==> src/rtl/tlul_pkg.sv <==
// rtl/tlul_pkg.sv - minimal TL-UL request/response types and opcodes
package tlul_pkg;

  localparam logic [2:0] PutFullData    = 3'h0;
  localparam logic [2:0] PutPartialData = 3'h1;
  localparam logic [2:0] Get            = 3'h4;
  localparam logic [2:0] AccessAck      = 3'h0;
  localparam logic [2:0] AccessAckData  = 3'h1;

  typedef struct packed {
    logic        a_valid;
    logic [2:0]  a_opcode;
    logic [2:0]  a_param;
    logic [1:0]  a_size;
    logic [7:0]  a_source;
    logic [31:0] a_address;
    logic [3:0]  a_mask;
    logic [31:0] a_data;
    logic        d_ready;
  } tl_h2d_t;

  typedef struct packed {
    logic        d_valid;
    logic [2:0]  d_opcode;
    logic [2:0]  d_param;
    logic [1:0]  d_size;
    logic [7:0]  d_source;
    logic        d_sink;
    logic [31:0] d_data;
    logic        d_error;
    logic        a_ready;
  } tl_d2h_t;

endpackage

==> src/rtl/student_tlul_sample_fifo.sv <==
// rtl/student_tlul_sample_fifo.sv - TL-UL sample FIFO feeding the FIR stream
// Optional error responses are enabled by defining STUDENT_SAMPLE_FIFO_ERR_EN.
module student_tlul_sample_fifo #(
  parameter int  DEPTH    = 16,
  parameter int  SAMPLE_W = 16,
  localparam int LVL_W    = $clog2(DEPTH) + 1
) (
  input  logic                clk_i,
  input  logic                rst_ni,
  input  tlul_pkg::tl_h2d_t   tl_i,
  output tlul_pkg::tl_d2h_t   tl_o,
  output logic [SAMPLE_W-1:0] sample_o,
  output logic                sample_valid_o,
  input  logic                sample_ready_i,
  output logic                irq_o
);

  localparam int AW = $clog2(DEPTH);

  logic [SAMPLE_W-1:0] mem [DEPTH];
  logic [LVL_W-1:0]    wptr, rptr, level, thresh;
  logic                overflow, full, empty;

  logic                d_valid, d_error;
  logic [2:0]          d_opcode;
  logic [1:0]          d_size;
  logic [7:0]          d_source;
  logic [31:0]         d_data;

  logic [5:0]          addr;
  logic                accept, is_get, mask_ok, mapped, err, wr_ok;
  logic                push_req, push_do, pop, ctrl_we, flush, clr_ovf, set_ovf, thresh_we;
  logic [31:0]         status, rdata;

  assign addr    = tl_i.a_address[5:0];
  assign accept  = tl_i.a_valid && !d_valid;
  assign is_get  = (tl_i.a_opcode == tlul_pkg::Get);
  assign mask_ok = (tl_i.a_mask == 4'hF);
  assign mapped  = (addr[1:0] == 2'b00) && (addr[5:4] == 2'b00);

`ifdef STUDENT_SAMPLE_FIFO_ERR_EN
  assign err = !mapped || (!is_get && (!mask_ok || addr == 6'h04)) || (tl_i.a_size != 2'd2);
`else
  assign err = 1'b0;
`endif

  assign wr_ok     = accept && !is_get && mask_ok && !err;
  assign push_req  = wr_ok && (addr == 6'h00);
  assign ctrl_we   = wr_ok && (addr == 6'h08);
  assign flush     = ctrl_we && tl_i.a_data[0];
  assign clr_ovf   = ctrl_we && tl_i.a_data[1];
  assign thresh_we = wr_ok && (addr == 6'h0C);

  assign level = wptr - rptr;
  assign empty = (wptr == rptr);
  assign full  = (wptr[LVL_W-1] != rptr[LVL_W-1]) && (wptr[AW-1:0] == rptr[AW-1:0]);

  // A pop frees the slot at this edge, so a push into a full FIFO still lands.
  assign pop     = !empty && sample_ready_i;
  assign push_do = push_req && (!full || pop);
  assign set_ovf = push_req && full && !pop;

  assign sample_o       = mem[rptr[AW-1:0]];
  assign sample_valid_o = !empty;

  always_ff @(posedge clk_i or negedge rst_ni) begin
    if (!rst_ni) begin
      wptr <= '0;
      rptr <= '0;
    end else if (flush) begin
      wptr <= '0;
      rptr <= '0;
    end else begin
      if (push_do) wptr <= wptr + 1'b1;
      if (pop)     rptr <= rptr + 1'b1;
    end
  end

  always_ff @(posedge clk_i) begin
    if (push_do) mem[wptr[AW-1:0]] <= tl_i.a_data[SAMPLE_W-1:0];
  end

  always_ff @(posedge clk_i or negedge rst_ni) begin
    if (!rst_ni) begin
      overflow <= 1'b0;
      thresh   <= '0;
      irq_o    <= 1'b0;
    end else begin
      if (clr_ovf)      overflow <= 1'b0;
      else if (set_ovf) overflow <= 1'b1;
      if (thresh_we)    thresh   <= tl_i.a_data[LVL_W-1:0];
      irq_o <= (thresh != '0) && (level >= thresh);
    end
  end

  always_comb begin
    status             = '0;
    status[LVL_W-1:0]  = level;
    status[16]         = empty;
    status[17]         = full;
    status[18]         = overflow;
  end

  always_comb begin
    rdata = '0;
    if (is_get && !err) begin
      case (addr)
        6'h00:   rdata[SAMPLE_W-1:0] = sample_o;
        6'h04:   rdata = status;
        6'h0C:   rdata[LVL_W-1:0] = thresh;
        default: rdata = '0;
      endcase
    end
  end

  // Response fields are captured at accept and held until the host takes them.
  always_ff @(posedge clk_i or negedge rst_ni) begin
    if (!rst_ni) begin
      d_valid  <= 1'b0;
      d_opcode <= 3'h0;
      d_size   <= 2'h0;
      d_source <= 8'h0;
      d_data   <= 32'h0;
      d_error  <= 1'b0;
    end else if (accept) begin
      d_valid  <= 1'b1;
      d_opcode <= is_get ? tlul_pkg::AccessAckData : tlul_pkg::AccessAck;
      d_size   <= tl_i.a_size;
      d_source <= tl_i.a_source;
      d_data   <= rdata;
      d_error  <= err;
    end else if (d_valid && tl_i.d_ready) begin
      d_valid  <= 1'b0;
    end
  end

  always_comb begin
    tl_o          = '0;
    tl_o.d_valid  = d_valid;
    tl_o.d_opcode = d_opcode;
    tl_o.d_size   = d_size;
    tl_o.d_source = d_source;
    tl_o.d_data   = d_data;
    tl_o.d_error  = d_error;
    tl_o.a_ready  = !d_valid;
  end

  logic unused_bits;
  assign unused_bits = ^{tl_i.a_param, tl_i.a_address[31:6], tl_i.a_data[31:SAMPLE_W]};

endmodule

==> config.mk <==
export PLATFORM = sky130hd
export DESIGN_NAME = student_tlul_sample_fifo
export DESIGN_NICKNAME = d
export VERILOG_FILES = /design/src/rtl/tlul_pkg.sv /design/src/rtl/student_tlul_sample_fifo.sv
export SDC_FILE = /design/constraint.sdc
export NUM_CORES = 1
export LEC_CHECK = 0
export ABC_CLOCK_PERIOD_IN_PS = 4960
export CORE_ASPECT_RATIO = 1.2
export CORE_MARGIN = 1.5
export CORE_UTILIZATION = 59
export DETAILED_ROUTE_END_ITERATION = 12
export PLACE_DENSITY = 0.95
export SYNTH_ARGS = -nofsm -noshare
export SYNTH_HDL_FRONTEND = slang
export SYNTH_SLANG_ARGS = --single-unit
==> constraint.sdc <==
create_clock -name clk_i -period 4.96 [get_ports clk_i]
set_input_delay 0.992 -clock clk_i [delete_from_list [all_inputs] [get_ports clk_i]]
set_output_delay 0.992 -clock clk_i [all_outputs]
set_load 0.02 [all_outputs]
Word level (Yosys, flattened, before mapping)
Memory sizes are Yosys's and may differ from the RTL's.
Index checks and enable logic that the tools add are counted.
Word-level totals
  memories kept: 1
  memory bits (writable): 256
  input bits: 89
  register bits after elaboration: 63
  output and inout bits: 70
Operators by class
  magnitude comparators: 1
  $add $sub $neg: 3
  equal/unequal tests: 8
  multiplexer cells: 15
  reductions and logical operators: 27
Memory list
  mem: depth 16, bits a word 16, rd ports 1, clocked after Yosys merged registers in 0, write ports 1, RTL line student_tlul_sample_fifo.sv:20  | logic [SAMPLE_W-1:0] mem [DEPTH];
Operators by type and width (number)
  5-bit 2-to-1 mux: 4
  19-bit 2-to-1 mux: 1
  1-bit logical AND: 15
  5-bit one-hot mux with 3 select lines: 1
  6-bit by 4-bit equality test with 1-bit output (second input constant): 2
  11-bit 2-to-1 mux: 1
  5-bit by 1-bit adder with 5-bit output (second input constant): 2
  2-bit nonzero test: 4
  1-bit 2-to-1 mux: 7
  6-bit by 3-bit equality test with 1-bit output (second input constant): 1
  6-bit zero test: 1
  5-bit equality test: 1
  5-bit >= comparator: 1
  1-bit zero test: 5
  5-bit nonzero test: 1
  5-bit subtractor: 1
  4-bit equality test: 1
  4-bit equality test (second input constant): 1
  3-bit equality test (second input constant): 1
  3-bit 2-to-1 mux: 1
  1-bit logical OR: 1
  1-bit != test: 1

Depth between registers and ports, before layout
  depth after elaboration: 9
  gate-level depth with buffers: 10

Worst setup path before layout
OpenSTA, ideal clock, no wires.
  kind: input to register
  start point: in tl_i[84] in the netlist's numbering
  end point: mem mem[0][0], enable pin
  path slack: 1471 ps
  data arrival time: 3079 ps
  library setup time: 409 ps
  stages on the path: 5
  required time: 4551 ps
  cell sequence: nor3b_1 > or3_4 > nor3_4 > nand2_1 > nor3_1
Between the ends
  longest elaborated chain between the ends: 8
Ends and longest elaborated chain
  start: declaration: RTL line student_tlul_sample_fifo.sv:10  | input tlul_pkg::tl_h2d_t tl_i,
  3-bit equality test: RTL line student_tlul_sample_fifo.sv:37  | assign is_get = (tl_i.a_opcode == tlul_pkg::Get);
  1-bit zero test: RTL line student_tlul_sample_fifo.sv:47  | assign wr_ok = accept && !is_get && mask_ok && !err;
  1-bit logical AND (2 in a row): RTL line student_tlul_sample_fifo.sv:47
  1-bit logical AND: RTL line student_tlul_sample_fifo.sv:48  | assign push_req = wr_ok && (addr == 6'h00);
  1-bit logical AND: RTL line student_tlul_sample_fifo.sv:60  | assign push_do = push_req && (!full || pop);
  1-bit 2-to-1 mux: RTL line student_tlul_sample_fifo.sv:80  | if (push_do) mem[wptr[AW-1:0]] <= tl_i.a_data[SAMPLE_W-1:0];
  1-bit 2-to-1 mux (not written as such): RTL line student_tlul_sample_fifo.sv:80
  end: declaration: RTL line student_tlul_sample_fifo.sv:20
Every way passes these cells.

Final worst setup path
  start point: reg rptr[3]
  end point: out sample_o[0]
Between the ends
  longest elaborated chain between the ends: 1
Ends and longest elaborated chain
  start: declaration: RTL line student_tlul_sample_fifo.sv:21  | logic [LVL_W-1:0] wptr, rptr, level, thresh;
  start signal: assignment: RTL line student_tlul_sample_fifo.sv:75  | if (pop) rptr <= rptr + 1'b1;
  memory read 16 x 16 bit
  end: declaration: RTL line student_tlul_sample_fifo.sv:12  | output logic [SAMPLE_W-1:0] sample_o,
Every way passes these cells.

==> results.py <==
metrics = {
    "status": {
        "outcome": "complete, no violations",
    },
    "place": {
        "port_buffers": 93,
        "placed_cell_area_sq_um": 13600,
        "routabilityCongestion": 0.851,
        "dp_hpwl_um": 17400,
        "dp_slack_ns": 1.08,
        "placed_cells": 1044,
    },
    "detailed_routing": {
        "vias_per_cell": 6.49,
        "drc": 0,
        "dr_total_vias": 7114,
        "wl_um": 29900,
        "wl_per_cell_um": 27.3,
        "drt-initial-drc-count": 811,
        "ant_nets": 0,
        "detail_route.first_pass.iterations": 7,
    },
    "setup_path": {
        "cp_max_fo": 13,
        "cp_data_arrival_time_ns": 3.57,
        "slowest_stage": "nand2_1",
        "slowest_delay_ns": 0.70,
        "rr_startpoint": "rptr[3]",
        "end_kind": "output port",
        "path_buf_inv": 2,
        "crit_start": "rptr[3]",
        "cp.required_ns": 3.97,
        "critPathKind": "flip-flop to output port",
        "critPathLaunchType": "flip-flop",
        "path_cells": "clkinv_1 -> nand2_1 -> o22ai_1 -> nor2_1 -> clkdlybuf4s50_1",
        "crit_family": "buffers and inverters",
    },
    "timing": {
        "hold_viol_final": 0,
        "min_period_ns": 4.57,
        "period_share_pct": 92.0,
        "hold_slack_ns": 0.478,
        "rsz0062_at_grt": "false",
        "tns_ns": 0,
        "skew_ns": 0.00821,
        "setup_viol": 0,
        "fmax_ghz": 0.219,
        "drv_slew": 0,
        "tightest_slew_ns": 1.06,
        "fin_ws_ns": 0.395,
        "relSlewSlack_pct": 29.2,
    },
    "clock_network": {
        "clock_sinks": 304,
        "cts_tree": "yes",
        "clkTransAtPathRegs_ns": 0.06,
        "cts_setup_buffers": 0,
        "holdBufCountCts": 0,
        "post_cts_resize_count": 0,
        "insertion_delay_ns": 0.55,
        "clock-root-buffer": "clkbuf_16",
        "numCtsBuffers": 28,
        "clockBufferDepth": 3,
        "htreeDepth": 1,
    },
    "cells_and_area": {
        "multi_input_area_sq_um": 3150,
        "layout-drive-gt1-share_pct": 18.2,
        "fin_area_sq_um": 14600,
        "num_antenna_cells": 0,
        "fin_cells": 1096,
        "fin_util_pct": 71.4,
        "nFillCells": 1187,
        "synthToLayoutAreaGrowth_pct": 17.9,
        "seq_area_sq_um": 8890,
        "nNetsFinal": 913,
    },
    "synthesis": {
        "synth_compound_area_share_pct": 4.06,
        "syn_inst": 693,
        "synth_top_family_by_area": "multiplexers",
        "synth_area_sq_um": 12400,
        "synthMuxAreaShare_pct": 12.3,
        "synthAdderAreaFrac_pct": 1.58,
        "yosysTopAreaCellShare_pct": 62.2,
        "synthFlopType": "edfxtp_1",
        "yosysWarningCount": 0,
        "avgSynthCellArea_sq_um": 17.8,
        "async_flop_share_pct": 15.8,
        "ys_seq_area_share_pct": 71.9,
        "synth_area_leaders": "edfxtp_1 (62%), mux4_2 (11%), dfrtp_1 (9.7%), nand2_1 (1.6%), ha_1 (1.4%)",
        "yosysTopAreaCell": "edfxtp_1",
        "ys_types": 56,
        "synth_seq_cells": 304,
        "synth-xor-area-share_pct": 0.841,
        "synth_edf_count": 256,
        "yosys.area_share.simple_pct": 5.88,
    },
    "global_route": {
        "grt_overflow": 0,
        "antenna_found_initial": 0,
        "grt_pass1_vias": 7385,
        "grt_pass1_wl_um": 44300,
        "grt_usage_pct": 28.2,
        "grt_start_max_net_pins": 57,
    },
    "floorplan": {
        "row_count": 57,
        "die-area_sq_um": 21800,
        "start_util_pct": 60.6,
        "core_region_area_sq_um": 20400,
        "dieWidth_um": 135,
        "die_h_um": 162,
        "io_pins": 159,
    },
    "min_path": {
        "hp-class": "flip-flop to flip-flop",
        "hp-start": "d_source[6]",
    },
    "pwr": {
        "power_density_nw_per_um2": 512,
        "p_total_mw": 7.46,
        "p_leak_nw": 5.14,
        "vdd_drop_max_mv": 0.464,
    },
    "run": {
        "cap_viol_max_count": 0,
    },
}
## cells in the final DEF, fill, tap and decap left out, types with 5 or more instances in the layout
| master | Yosys | routed |
|---|---|---|
| dfrtp_1 | 48 | 46 |
| buf_4 | 23 | 27 |
| a22o_1 | 12 | 12 |
| nor3_2 | 1 | 5 |
| xnor2_1 | 7 | 7 |
| nor2_1 | 45 | 42 |
| ha_1 | 14 | 14 |
| mux2i_1 | 16 | 16 |
| clkinv_1 | 2 | 8 |
| edfxtp_1 | 256 | 256 |
| a21oi_1 | 10 | 10 |
| o21ai_0 | 9 | 9 |
| mux4_2 | 60 | 60 |
| conb_1 | 1 | 20 |
| nor2b_1 | 6 | 6 |
| clkdlybuf4s50_1 | 0 | 92 |
| nand2_1 | 54 | 54 |
| inv_1 | 10 | 10 |
| clkinv_2 | 0 | 5 |
| o22ai_1 | 27 | 27 |
| clkbuf_16 | 0 | 29 |
| bufinv_16 | 0 | 7 |
## layer usage
layer  vias up  track usage, %  part of all wire [%]
met1      3569            34.4                    34
met3       101            5.24                    10
met4         0            13.5                   4.7
met5         -               0                     0
li1       2913               -                     -
met2       531            48.7                    51
## sequential cells by signal, indices dropped and copies added, names as in the netlist
| register | flops |
|---|---|
| mem | 256 |
| d_data | 19 |
| d_source | 8 |
| rptr | 5 |
| thresh | 5 |
| wptr | 5 |
| d_size | 2 |
| d_opcode | 1 |
| d_valid | 1 |
| irq_o | 1 |
| overflow | 1 |
## cell type report
| type | instances | area share [%] |
|---|---|---|
| Clock buffer | 32 | 5.06 |
| Sequential cell | 304 | 61.1 |
| Timing Repair Buffer | 120 | 7.75 |
| Tap cell | 265 | 2.28 |
| Multi-Input combinational cell | 343 | 21.7 |
| Clock inverter | 20 | 1.88 |
| Inverter | 12 | 0.309 |
## synthesized netlist by cell type (all sizes together), types with 8 or more instances
cell type	instances
nor3	11
dfrtp	48
nor2	45
o22ai	27
mux2i	16
xnor2	8
nand2	55
o21ai	10
clkbuf	8
buf	45
ha	14
mux4	60
inv	10
edfxtp	256
a21oi	10
a22o	12
## tightest hold or removal path, stage by stage, from the launching register on
cell and delay, ns:
dfrtp_1 0.34, nand2_1 0.05, nand2_1 0.06
## power by group
part / internal (mW) / leakage, nW / switching [mW] / total [mW]
combinational: 0.977 / 1.73 / 1.09 / 2.07
sequential: 2.82 / 2.92 / 0.214 / 3.03
clock: 1.43 / 0.493 / 0.931 / 2.36
total: 5.22 / 5.14 / 2.24 / 7.46
## worst paths after layout
kind | endpoint | slack (ns) | depth (start not counted)
min reg2reg | d_source[6] | 0.48 | 2
max | sample_o[0] | 0.39 | 5
max in group asynchronous | rptr[0] | 3.69 | 2
min in group asynchronous | thresh[0] | 0.49 | 1
min | d_source[6] | 0.48 | 2
max reg2reg | mem[11][12] | 1.27 | 7
## kinds of logic (layout without fill, tap and decap cells)
family	Yosys count	in the layout
multiplexers	77	77
adder cells (fa/ha/maj)	15	15
AND/OR/NAND/NOR	146	146
flip-flops	304	304
XOR/XNOR	11	11
other	1	20
buffers and inverters	65	184
AO/OA/AOI/OAI	74	74
Power figures use the tool's default switching activity.
